[src/rtl/hamming_pkg.sv]
// Shared types and constants for the (16,11) SECDED scrubber and decoder.
package hamming_pkg;

  localparam int CW_W   = 16;
  localparam int DATA_W = 11;

  // Codeword positions (1-based) that carry parity.
  localparam int P1  = 1;
  localparam int P2  = 2;
  localparam int P4  = 4;
  localparam int P8  = 8;
  localparam int P16 = 16;

  typedef enum logic [1:0] {
    CLEAN,
    CORR,
    UNC
  } err_class_e;

  typedef enum logic [2:0] {
    IDLE,
    RD,
    WAIT,
    CHK,
    WR,
    NXT
  } state_e;

endpackage

[src/rtl/hamming_syndrome_chk.sv]
// Combinational SECDED check: syndrome, error class and single-bit repair.
// Bit 0 of the codeword is position 1; bit 15 is the overall parity (pos 16).
module hamming_syndrome_chk
  import hamming_pkg::*;
(
  input  logic [CW_W-1:0] cw,
  output logic [3:0]      syn,
  output err_class_e      cls,
  output logic [CW_W-1:0] fixed
);

  logic ovp;

  // Syndrome is the XOR of the indices of all set Hamming positions; then classify.
  always_comb begin
    syn = '0;
    for (int p = 1; p < P16; p++) begin
      if (cw[p-1]) syn ^= 4'(p);
    end
    ovp   = ^cw;
    fixed = cw;
    cls   = CLEAN;
    if (syn == 4'd0 && ovp) begin
      cls            = CORR;
      fixed[P16-1]   = ~cw[P16-1];
    end else if (syn != 4'd0 && ovp) begin
      cls              = CORR;
      fixed[syn-4'd1]  = ~cw[syn-4'd1];
    end else if (syn != 4'd0) begin
      cls = UNC;
    end
  end

endmodule

[src/rtl/hamming_scrub_ctrl.sv]
// Background scrubber: reads every word, repairs single-bit errors in place,
// counts corrected/uncorrectable errors.
// Optional: HAMMING_SCRUB_AUTO_EN restarts a pass after AUTO_INTERVAL idle cycles.
module hamming_scrub_ctrl
  import hamming_pkg::*;
#(
  parameter int ADDR_W        = 8,
  parameter int DEPTH         = 256,
  parameter int CNT_W         = 16,
  parameter int AUTO_INTERVAL = 1024
) (
  input  logic              clk,
  input  logic              rst,
  input  logic              start,
  input  logic              stop,
  output logic              busy,
  output logic              done,
  output logic              mem_req,
  output logic              mem_we,
  output logic [ADDR_W-1:0] mem_addr,
  output logic [CW_W-1:0]   mem_wdata,
  input  logic              mem_gnt,
  input  logic              mem_rvalid,
  input  logic [CW_W-1:0]   mem_rdata,
  output logic [CNT_W-1:0]  corr_cnt,
  output logic [CNT_W-1:0]  unc_cnt,
  output logic [ADDR_W-1:0] last_unc_addr,
  input  logic              clr_cnt
);

  state_e            state, state_nxt;
  logic [ADDR_W-1:0] addr;
  logic [CW_W-1:0]   rword;
  logic [3:0]        syn;
  err_class_e        cls;
  logic [CW_W-1:0]   fixed;
  logic              last_word;
  logic              go;
  logic              auto_go;
  logic              unused_syn;

  hamming_syndrome_chk u_chk (
    .cw    (rword),
    .syn   (syn),
    .cls   (cls),
    .fixed (fixed)
  );

  // The syndrome itself is only needed by the shared decoder datapath.
  assign unused_syn = ^syn;

`ifdef HAMMING_SCRUB_AUTO_EN
  logic [31:0] idle_cnt;

  // Count idle cycles; stop or leaving IDLE holds the count at zero.
  always_ff @(posedge clk) begin
    if (rst || state != IDLE || stop || auto_go) idle_cnt <= '0;
    else                                         idle_cnt <= idle_cnt + 32'd1;
  end

  assign auto_go = (state == IDLE) && !stop && (idle_cnt == 32'(AUTO_INTERVAL - 1));
`else
  // Keeps the interval parameter referenced when auto-restart is compiled out.
  localparam int unused_auto_interval = AUTO_INTERVAL;
  assign auto_go = 1'b0;
`endif

  assign go        = (start | auto_go) & ~stop;
  assign last_word = (addr == ADDR_W'(DEPTH - 1));
  assign busy      = (state != IDLE);
  assign mem_addr  = addr;
  // rword is frozen outside WAIT, so the write data is stable while awaiting grant.
  assign mem_wdata = fixed;

  // State register.
  always_ff @(posedge clk) begin
    if (rst) state <= IDLE;
    else     state <= state_nxt;
  end

  // Next-state and memory-port/done decode.
  always_comb begin
    state_nxt = state;
    mem_req   = 1'b0;
    mem_we    = 1'b0;
    done      = 1'b0;
    case (state)
      IDLE: if (go) state_nxt = RD;
      RD: begin
        mem_req = 1'b1;
        if (mem_gnt) state_nxt = WAIT;
      end
      WAIT: if (mem_rvalid) state_nxt = CHK;
      CHK:  state_nxt = (cls == CORR) ? WR : NXT;
      WR: begin
        mem_req = 1'b1;
        mem_we  = 1'b1;
        if (mem_gnt) state_nxt = NXT;
      end
      NXT: begin
        if (stop) begin
          state_nxt = IDLE;
        end else if (last_word) begin
          done      = 1'b1;
          state_nxt = IDLE;
        end else begin
          state_nxt = RD;
        end
      end
      default: state_nxt = IDLE;
    endcase
  end

  // Address walk and read-word capture.
  always_ff @(posedge clk) begin
    if (rst) begin
      addr  <= '0;
      rword <= '0;
    end else begin
      if (state == IDLE && go)                       addr <= '0;
      else if (state == NXT && !stop && !last_word)  addr <= addr + ADDR_W'(1);
      if (state == WAIT && mem_rvalid) rword <= mem_rdata;
    end
  end

  // Saturating error counters (clear wins) and last uncorrectable address.
  always_ff @(posedge clk) begin
    if (rst) begin
      corr_cnt      <= '0;
      unc_cnt       <= '0;
      last_unc_addr <= '0;
    end else begin
      if (clr_cnt) begin
        corr_cnt <= '0;
        unc_cnt  <= '0;
      end else if (state == CHK) begin
        if (cls == CORR && corr_cnt != '1) corr_cnt <= corr_cnt + CNT_W'(1);
        if (cls == UNC  && unc_cnt  != '1) unc_cnt  <= unc_cnt  + CNT_W'(1);
      end
      if (state == CHK && cls == UNC) last_unc_addr <= addr;
    end
  end

endmodule

[config.mk]
export PLATFORM = sky130hd
export DESIGN_NAME = hamming_scrub_ctrl
export DESIGN_NICKNAME = d
export VERILOG_FILES = /design/src/rtl/hamming_pkg.sv /design/src/rtl/hamming_syndrome_chk.sv /design/src/rtl/hamming_scrub_ctrl.sv
export SDC_FILE = /design/constraint.sdc
export NUM_CORES = 1
export LEC_CHECK = 0
export ABC_AREA = 0
export ABC_CLOCK_PERIOD_IN_PS = 10700
export BUFFER_PORTS_ARGS = -buffer_cell sky130_fd_sc_hd__buf_2
export CAP_MARGIN = 20
export CORE_ASPECT_RATIO = 0.7
export CORE_MARGIN = 10
export CORE_UTILIZATION = 60
export CTS_CLUSTER_SIZE = 28
export DETAILED_ROUTE_END_ITERATION = 6
export GPL_TIMING_DRIVEN = 0
export PLACE_DENSITY = 0.89
export SLEW_MARGIN = 10
export SYNTH_ARGS = -nofsm -noshare
export SYNTH_HDL_FRONTEND = slang
export SYNTH_SLANG_ARGS = --single-unit
export TNS_END_PERCENT = 10
[constraint.sdc]
create_clock -name clk -period 10.7 [get_ports clk]
set_input_delay 1.07 -clock clk [delete_from_list [all_inputs] [get_ports clk]]
set_output_delay 1.07 -clock clk [all_outputs]
set_load 0.005 [all_outputs]
; ---- Word-level counts from Yosys, hierarchy flattened
; Cells that the tools add are included.
[word_totals]
reg_bits = 67
out_inout_bits = 68
[op_classes]
bitwise_logic = 18
add_sub_neg = 4
n_lt_le_gt_ge = 2
reduce_logical = 23
muxes = 39
eq_ne = 14
[op_table]
columns = cell, count
row1 = $add 16x1->16 const B, 2
row2 = $mux 4, 8
row3 = $ne 16x16->1 const B, 2
row4 = $mux 3, 8
row5 = $pmux 3 s6, 1
row6 = $bwmux 16, 1
row7 = $mux 16, 1
row8 = $reduce_xor 16->1, 1
row9 = $mux 15, 1
row10 = $mux 1, 12
row11 = $not 2->2, 6
row12 = $not 3->3, 4
row13 = $logic_and 1x1->1, 10
row14 = $mux 2, 5
row15 = $add 8x1->8 const B, 1
row16 = $eq 8x8->1 const B, 1
row17 = $ne 2x2->1 const B, 4
row18 = $eq 3x2->1 const B, 2
row19 = $eq 3x3->1 const B, 2
row20 = $reduce_or 2->1, 3
row21 = $lt 4x5->1 const B, 1
row22 = $bmux 1 s4, 1
row23 = $demux 1 s4, 1
row24 = $ge 4x1->1 const B, 1
row25 = 15 further kinds, 21

; ---- Longest topological paths before layout
; Gate-level depths: netlist of run 1.
[logic_depth]
ltp_word = 34
mapped_depth = 13
mapped_depth_nobuf = 12

; ---- Cells and area by module
; Synthesis of run 1 repeated with hierarchy kept, for this count alone.
[unflattened]
cells_unflattened = 570
area_unflattened_um2 = 4643.2
[modules_own_cells]
columns = module, cells_per_inst, n_inst, seq_area_each_um2, area_per_inst_um2
row1 = hamming_scrub_ctrl, 389, 1, 1341.3, 3189.3
row2 = hamming_syndrome_chk, 181, 1, 0.0, 1453.9

; ---- Worst setup path after synthesis of run 1
; No wires, ideal clock.
[synth_timing]
kind = flip-flop to output port
startpoint = reg rword[6]
endpoint = out mem_wdata[0]
path_stages_with_launch = 13
n_path_buf = 1
path_slack_ns = 6.505
t_arrival_ns = 3.125
required_ns = 9.630
path_cell_list = dfxtp_1 -> buf_2 -> xnor2_1 -> xnor2_4 -> xnor2_1 -> xnor2_1 -> ha_1 -> xnor2_1 -> xnor2_1 -> mux2i_1 -> mux2i_1 -> mux2i_1 -> mux2_2
[synth_via]
elab_chain_cells = 21
word_cells_on_any_way = 33
cone_classes = add/sub: 1 / order compare: 2 / mux: 16 / bitwise: 8 / reduce/logical: 6
[synth_lines]
columns = element, line
row1 = start: declaration, hamming_scrub_ctrl.sv:33  ; logic [CW_W-1:0] rword;
row2 = start signal: assignment, hamming_scrub_ctrl.sv:122  ; if (state == WAIT && mem_rvalid) rword <= mem_rdata;
row3 = $mux 3, hamming_syndrome_chk.sv:18  ; if (cw[p-1]) syn ^= 4'(p);
row4 = $mux 4, hamming_syndrome_chk.sv:18
row5 = $not 2->2 (no source line) or $mux 4 (tied branches), --
row6 = $mux 4 or $not 2->2 (tied branches), --
row7 = $mux 4, hamming_syndrome_chk.sv:18
row8 = $not 3->3 (no source line) or $not 2->2 (tied branches), --
row9 = $mux 4, hamming_syndrome_chk.sv:18
row10 = $mux 4 or $not 3->3 (tied branches), --
row11 = (+5 left out), --
row12 = $sub 4x1->4, hamming_syndrome_chk.sv:28  ; fixed[syn-4'd1] = ~cw[syn-4'd1];
row13 = $lt 4x5->1 (implied by the code) or $ge 4x1->1 (tied branches), hamming_syndrome_chk.sv:28
row14 = $logic_and 1x1->1 (implied by the code), hamming_syndrome_chk.sv:28
row15 = $mux 1 (implied by the code), hamming_syndrome_chk.sv:28
row16 = $demux 1 s4, --
row17 = $bwmux 16, hamming_syndrome_chk.sv:28
row18 = $mux 16, hamming_syndrome_chk.sv:26  ; end else if (syn != 4'd0 && ovp) begin
row19 = $mux 15 *, hamming_syndrome_chk.sv:23  ; if (syn == 4'd0 && ovp) begin
row20 = end: declaration, hamming_scrub_ctrl.sv:21  ; output logic [CW_W-1:0] mem_wdata,
; Mark *: on every way between the ends. The rest lies on a longest branch, timed or not. The select of a mux whose other input is x is not followed.

; ---- Worst setup path after layout of run 1
[layout_timing]
startpoint = reg rword[14]
endpoint = out mem_wdata[8]
[layout_via]
elab_chain_cells = 9
word_cells_on_any_way = 18
cone_classes = add/sub: 1 / order compare: 2 / mux: 8 / bitwise: 1 / reduce/logical: 6
[layout_lines]
columns = element, line
row1 = $mux 4, hamming_syndrome_chk.sv:18
row2 = $sub 4x1->4, hamming_syndrome_chk.sv:28
row3 = $lt 4x5->1 (implied by the code) or $ge 4x1->1 (tied branches), hamming_syndrome_chk.sv:28
row4 = $logic_and 1x1->1 (implied by the code), hamming_syndrome_chk.sv:28
row5 = $mux 1 (implied by the code), hamming_syndrome_chk.sv:28
row6 = $demux 1 s4, --
row7 = $bwmux 16, hamming_syndrome_chk.sv:28
row8 = $mux 16, hamming_syndrome_chk.sv:26
row9 = $mux 15 *, hamming_syndrome_chk.sv:23
; Marked as above.

==> metrics.txt, run 1 <==
average size of a mapped cell=8.29 sq um; antenna violations before repair=0; flop2flop setup slack=6970 ps; Detailed Routing Iterations Pass 1=5; ranking of synthesized cells by area=dfxtp_1, a21oi_1, nand2_1; row count=25; via/cell ratio=6.06; EDFF count, synth=0; Final Hold Viols=0; Leakage=2.04 nW; core box area=6850 sq um; Req. time, crit path=9630 ps; cell with the most instances after synthesis=dfxtp_1; DRT Wirelength=12.3 mm; Synth Instances=517; Sw Share=33.2%; GP Congestion=0.945; cell-internal power=0.468 mW; clock latency on the worst-skew pair=360 ps; Worst-Margin Slew=620 ps; fin crit share=49.8%; Final Skew=13.0 ps; WL/cell=17.1 microns; DP Area=4860 sq um; Worst setup SP type=register; MaxCap Viol Count=0; CTS root buffer=clkbuf_8; DP Worst Slack=5920 ps; Die Wd=121 microns; dominant synthesized flop cell=dfxtp_1; clock net sink count=67; Max VDD drop=69.6 uV; Seq/Total Area, Yosys=31.3%; Synth top cells by count=dfxtp_1, nand2_1, a21oi_1; final hold slack=457 ps; post-synth top area share=31.3%; die area=11000 sq um; Net Count, Synth=548; warning count from the yosys run=0; setup violators final=0; Buffers on Ports=90; CTS clk-pin slew, worst paths=80 ps; post-route ant nets=0; n_diodes=0; minimum clock period after layout=5330 ps; Fillers=482; switching power=0.233 mW; htree depth=3; multiplexer share of the synthesized area=7.97%; Power Density=138 nW/um^2; RSZ-0062 raised after global routing=false; ys async rst share=0%; Max Freq=0.188 GHz; largest family of logic cells by synthesized area=simple AND/OR/NAND/NOR gates; GRT Overall Usage=21.6%; worst path arrival time=4260 ps; CP max FO=10; largest net degree at the start of global routing=14; count of hold buffers inserted by post-cts repair=0; num ports=91; relative slew slack=58.4%; post-cts sizing count=0; share of layout cells above drive strength 1=24.1%; clk buf depth=2; Slew Viols, Final=0; CTS tree=yes; first-pass GRT wire length=19.9 mm; DRC Markers=0; Logic pwr share=29.3%; final worst slack=5370 ps; Synth Register Bits=67; Crit. End Element=output port; hold crit path type=reg -> reg; Setup Crit Path Kind=reg -> out; Congestion Overflow GR=0; post-layout util=74.1%; synthesized area=4290 sq um; status=finished, final reports clean; Seq pwr share=36.4%; design area=5080 sq um; DR iter-0 viols=403; vias in the first global route=4238; Synth Area in Adders=2.57%; Layout area overhead=18.4%; Initial Util=62.6%; dpl hpwl=9.02 mm; Compound-Gate Fraction of Synth Area=16.9%; Post-CTS Repair Setup Buffers=0; routed vias=4346; cts bufs inserted=9; Chip Height=90.7 microns; nets=649; post-synthesis xor/xnor area fraction=14.2%; final setup TNS=0 ps; cell taking the most area after synthesis=dfxtp_1; clock network power share=34.3%; Post-Synth Simple-Gate Area=22.6%; Yosys cell types=59
cell type report:
| class | count | area [sq um] | share of cell area, % |
|---|---|---|---|
| sequential | 67 | 1340 | 26.4 |
| clock inverter | 7 | 98.8 | 1.95 |
| buffer | 28 | 128 | 2.51 |
| tap | 94 | 118 | 2.32 |
| multi-input combinational | 405 | 2760 | 54.2 |
| inverter | 17 | 63.8 | 1.26 |
| clock buffer | 9 | 124 | 2.44 |
| timing repair buffer | 90 | 450 | 8.87 |
final timing paths:
kind | cells past startpoint | endpoint | from
worst max-delay path | 13 | mem_wdata[8] | rword[14]
worst min-delay path | 2 | last_unc_addr[6] | last_unc_addr[6]
worst max register to register | 12 | unc_cnt[15] | rword[14]
worst min register to register | 2 | last_unc_addr[6] | last_unc_addr[6]
kinds of logic (layout without fill, tap and decap cells):
logic type               Yosys count  count (layout)
buffers and inverters             45             151
multiplexers                      32              32
adder cells (fa/ha/maj)            9               9
AND/OR/NAND/NOR                  191             191
flip-flops                        67              67
XOR/XNOR                          49              49
AO/OA/AOI/OAI                    124             124
per-stage QoR:
| step | cells | total power, mW |
|---|---|---|
| after floorplan | 517 | 0.409 |
| after global placement | 701 | 0.452 |
| after detailed placement | 701 | 0.459 |
| after global routing | 717 | 0.727 |
| after CTS | 717 | 0.697 |
| final | 717 | 0.701 |
critical path, cell delays in order (launching register included):
cell	delay [ps]
dfxtp_1	340
clkbuf_1	420
inv_2	200
xnor2_1	440
xnor2_1	310
inv_1	240
ha_1	390
inv_1	170
nor2_1	80
maj3_1	380
a21oi_1	190
o22ai_1	240
mux2_2	360
buf_2	130
flip-flops by register name (all words and copies together), names as in the netlist:
name and flops:
state 3, last_unc_addr 8, rword 16, corr_cnt 16
mem_addr 8, unc_cnt 16
power by group through the flow:
stage / registers (mW) / clock network, mW / logic (mW)
final: 0.256 / 0.240 / 0.205
after global routing: 0.256 / 0.252 / 0.219
after CTS: 0.255 / 0.241 / 0.200
after detailed placement: 0.261 / 0 / 0.197
after global placement: 0.261 / 0 / 0.191
after floorplan: 0.260 / 0 / 0.149
per-layer routing:
layer	wire length, microns	vias to the layer above	GRT usage (%)	share of wire (%)
met5	0	-	0	0
li1	-	2055	-	-
met2	5650	222	35.0	46
met1	5340	2031	26.8	44
met4	247	0	7.11	2.0
met3	1020	38	6.06	8.3
placed cells by master (no fill, tap or decap), types with 19 or more instances in the layout:
cell      synthesis  final
a21oi_1          56     56
buf_2             6     96
clkbuf_1         19     19
dfxtp_1          67     67
nand2_1          59     59
nand3_1          29     29
nor2_1           24     24
o21ai_0          33     33
or3_1            29     29
xnor2_1          25     25
No activity file was read; power rests on OpenSTA's default activity.
==> run 2: changes to the inputs <==
Settings changed: ABC_CLOCK_PERIOD_IN_PS 10700 to 4600, CORE_UTILIZATION 60 to 50, PLACE_DENSITY 0.89 to 0.79.
Clock period 10.7 ns to 4.6 ns, I/O delays scaled along.
==> metrics.txt, run 2 (same netlist as run 1, synthesis figures left out) <==
end of the worst hold path=rword[2]; dpl hpwl=9.20 mm; most common cell after layout, fill and taps aside=buf_2; vias in the first global route=3912; final hold slack=369 ps; CTS root buffer=clkbuf_16; WL/cell=16.4 microns; Slew Viols, Final=0; DRC Markers=0; Hold Path Origin=mem_rdata[2]; Setup Crit Path Kind=reg -> out; DP Area=4870 sq um; n_diodes=0; via/cell ratio=5.73; nets=649; MaxCap Viol Count=0; largest net degree at the start of global routing=14; Chip Height=97.5 microns; DRT Wirelength=12.0 mm; num ports=91; Initial Util=51.0%; Largest regs=corr_cnt x16, rword x16, unc_cnt x16; Layout area overhead=22.1%; hold crit path type=in -> reg; Leakage=2.10 nW; RSZ-0062 raised after global routing=true; cts bufs inserted=9; Worst setup SP type=register; total power=1.83 mW; Final Skew=7.04 ps; core box area=8410 sq um; routed vias=4172; clock latency on the worst-skew pair=330 ps; CTS clk-pin slew, worst paths=60 ps; Final Hold Viols=0; share of layout cells above drive strength 1=25.4%; Worst-Margin Slew=611 ps; Buffers on Ports=90; CP max FO=7; GP Congestion=0.891; count of hold buffers inserted by post-cts repair=0; first-pass GRT wire length=19.4 mm; clk buf depth=2; relative slew slack=59.0%; die area=12700 sq um; Reg-to-Reg Start=rword[6]; minimum clock period after layout=4390 ps; Power Density=349 nW/um^2; design area=5240 sq um; Crit. End Element=output port; Max VDD drop=314 uV; antenna violations before repair=0; htree depth=3; hold path depth=3; Detailed Routing Iterations Pass 1=5; Req. time, crit path=4140 ps; Max Freq=0.228 GHz; clock net sink count=67; fin crit share=95.4%; flop2flop setup slack=980 ps; Post-CTS Repair Setup Buffers=0; Reg-to-Reg End=unc_cnt[3]; Die Wd=131 microns; status=finished, final reports clean; row count=28; CTS tree=yes; DR iter-0 viols=256; FF-to-FF path depth=13; setup violators final=0; worst path arrival time=3930 ps; most frequent cells in the layout=buf_2, dfxtp_1, nand2_1; Congestion Overflow GR=0; GRT Overall Usage=18.5%; post-route ant nets=0; post-cts sizing count=1
run 2: cell count changes in the layout (fill, tap and decap cells not counted), sizes merged:
cell	previous run	this run
clkinv	2	0
clkinvlp	1	3
run 2: how the worst max path moves through the flow:
| stage | end | cells past startpoint | start | slack (ps) |
|---|---|---|---|---|
| after floorplan | mem_wdata[0] | 12 | rword[6] | 1020 |
| after global placement | mem_wdata[13] | 12 | rword[6] | 480 |
| after detailed placement | mem_wdata[1] | 12 | rword[14] | 280 |
| after CTS | mem_wdata[13] | 13 | rword[14] | 30 |
| after global routing | mem_wdata[13] | 13 | rword[8] | -5 |
| final | mem_wdata[13] | 13 | rword[4] | 210 |
run 2: layer usage:
metal  up-vias  routed length [microns]  share of wire (%)  track usage [%]
met3        15                      910                7.6             5.40
met2       143                     5330                 44             28.0
met5         -                        0                  0                0
met4         0                      127                1.1             4.43
li1       2061                        -                  -                -
met1      1953                     5600                 47             25.2
run 2: worst max-delay path, stage by stage, from the launching register on:
cell and delay, ps:
dfxtp_1 300, buf_2 170, xnor2_1 510, xnor2_2 230, xnor2_2 320, inv_1 200, ha_1 360, inv_1 230
nor2_1 80, maj3_1 350, a21oi_1 210, o22ai_2 190, mux2_2 330, buf_2 130
run 2: stage by stage:
| step | cells | setup slack (ps) | util (%) | setup TNS [ps] |
|---|---|---|---|---|
| after floorplan | 517 | 1020 | - | 0 |
| after CTS | 728 | 28.2 | 61.9 | 0 |
| after global placement | 712 | 484 | 57.9 | 0 |
| after detailed placement | 712 | 278 | 57.9 | 0 |
| after global routing | 728 | -4.67 | 62.3 | -6.64 |
| final | 728 | 212 | 62.3 | 0 |
run 2: report_power, final:
part / internal, mW / switching [mW]
clock network: 0.478 / 0.266
logic: 0.204 / 0.286
registers: 0.587 / 0.00720
total: 1.27 / 0.559
run 2: cell type report:
class	instances	area, sq um
inverters	17	63.8
repair buffers	90	450
fillers	745	3170
clock inverters	7	100
plain buffers	28	129
flip-flops and latches	67	1340
clock buffers	9	225
multi-input cells	405	2800
well taps	105	131
==> run 3: changes to the inputs <==
Settings changed: CORE_UTILIZATION 50 to 51, CTS_BUF_LIST from default to sky130_fd_sc_hd__clkbuf_4, PLACE_DENSITY 0.79 to 0.8.
==> metrics.txt, run 3 (same netlist as run 1, synthesis figures left out) <==
fin crit share=94.1%; DR iter-0 viols=280; total power=1.52 mW; RSZ-0062 raised after global routing=false; Detailed Routing Iterations Pass 1=4; Final Skew=16.7 ps; cell-internal power=0.978 mW; clock network power share=26.9%; GRT Overall Usage=18.9%; row count=27; CTS tree=yes; clock latency on the worst-skew pair=430 ps; most frequent cells in the layout=buf_2, dfxtp_1, nand2_1; post-route ant nets=0; WL/cell=16.8 microns; GP Congestion=0.901; most common cell after layout, fill and taps aside=buf_2; Worst-Margin Slew=598 ps; met3 WL=1.03 mm; DRT Wirelength=12.2 mm; Logic pwr share=33.9%; minimum clock period after layout=4330 ps; most frequent CP cell=xnor2_2; CP max FO=7; antenna violations before repair=0; critical path cell sequence=clkbuf_1 > xnor3_1 > xnor2_2 > xnor2_2 > inv_1 > ha_1 > inv_2 > nor2_1 > maj3_1 > a21oi_1 > o22ai_2 > mux2_2 > buf_2; wl on met1=5.57 mm; Max VDD drop=158 uV; Crit. End Element=output port; Max Freq=0.231 GHz; clk buf depth=2; routed vias=4196; top sig layer=met4; clock net sink count=67; Multi-input gate area=2820 sq um; final hold slack=245 ps; Initial Util=53.6%; status=finished, final reports clean; Chip Height=96.7 microns; MaxCap Viol Count=0; nets=652; num ports=91; die area=12500 sq um; Largest regs=corr_cnt x16, rword x16, unc_cnt x16; core box area=8010 sq um; design area=5090 sq um; Register Area=1340 sq um; Slowest cell on crit path=ha_1; via/cell ratio=5.77; Final Hold Viols=0; dpl hpwl=9.28 mm; Seq pwr share=39.2%; cts bufs inserted=9; worst path arrival time=3870 ps; Setup Crit Path Kind=reg -> out; hold crit path type=in -> reg; Slew Viols, Final=0; Congestion Overflow GR=0; Req. time, crit path=4140 ps; Layout area overhead=18.8%; Worst setup SP type=register; largest net degree at the start of global routing=13; Buffers on Ports=90; Power Density=298 nW/um^2; Die Wd=130 microns; vias in the first global route=3973; relative slew slack=59.9%; Fillers=706; CTS root buffer=clkbuf_4; first-pass GRT wire length=19.7 mm; flop2flop setup slack=1090 ps; setup violators final=0; n_diodes=0; htree depth=3; Sw Share=35.4%; CTS clk-pin slew, worst paths=130 ps; CP max stage delay=370 ps; Leakage=2.04 nW; final setup TNS=0 ps; switching power=0.537 mW; DP Area=4860 sq um; met2 wire length=5.50 mm; DRC Markers=0; share of layout cells above drive strength 1=26.4%
[run 3: area by class of cell]
cell class	instances	share of cell area [%]
clock inverters	6	1.28
inverters	17	1.25
multi-input cells	405	55.3
well taps	101	2.48
flip-flops and latches	67	26.4
repair buffers	93	9.29
clock buffers	10	1.47
plain buffers	28	2.53
[run 3: critical path: cells and delay by family (launching register included)]
| kind | cells | cell delay [ps] |
|---|---|---|
| xor+xnor | 3 | 770 |
| buf+inv | 4 | 800 |
| mux | 1 | 320 |
| simple gates | 1 | 70 |
| compound gates | 2 | 420 |
| fa+ha+maj | 2 | 730 |
| flops | 1 | 330 |
[run 3: repair_timing]
item / CTS / global route
pin swaps: 0 / 2
hold buffers: 0 / 0
resized for setup: 4 / 8
buffers inserted: 0 / 3
setup endpoints to repair: 15 / 15
[run 3: worst paths after layout]
path         depth (start not counted)               end        startpoint
min                                  3          rword[2]      mem_rdata[2]
max                                 13     mem_wdata[11]          rword[8]
max reg2reg                         13        unc_cnt[3]         rword[10]
min reg2reg                          2  last_unc_addr[5]  last_unc_addr[5]
[run 3: per-stage QoR]
step / util [%] / std cells / setup WS, ps
finish: 63.6 / 727 / 271
global route: 63.6 / 727 / 73.1
CTS: 62.8 / 724 / 86.6
detailed placement: 60.8 / 708 / 341
global placement: 60.8 / 708 / 503
floorplan: - / 517 / 1020
[run 3: power groups by stage]
stage	clock, mW	combinational, mW	sequential [mW]
2_1_floorplan	0	0.346	0.605
4_1_cts	0.414	0.474	0.594
3_5_place_dp	0	0.462	0.607
5_1_grt	0.433	0.554	0.596
3_3_place_gp	0	0.450	0.606
6_report	0.407	0.514	0.595
[run 3: per-layer routing]
layer  up-vias  GRT usage (%)
li1       2075              -
met5         -              0
met1      1965           25.7
met2       140           28.5
met3        16           5.77
met4         0           4.45
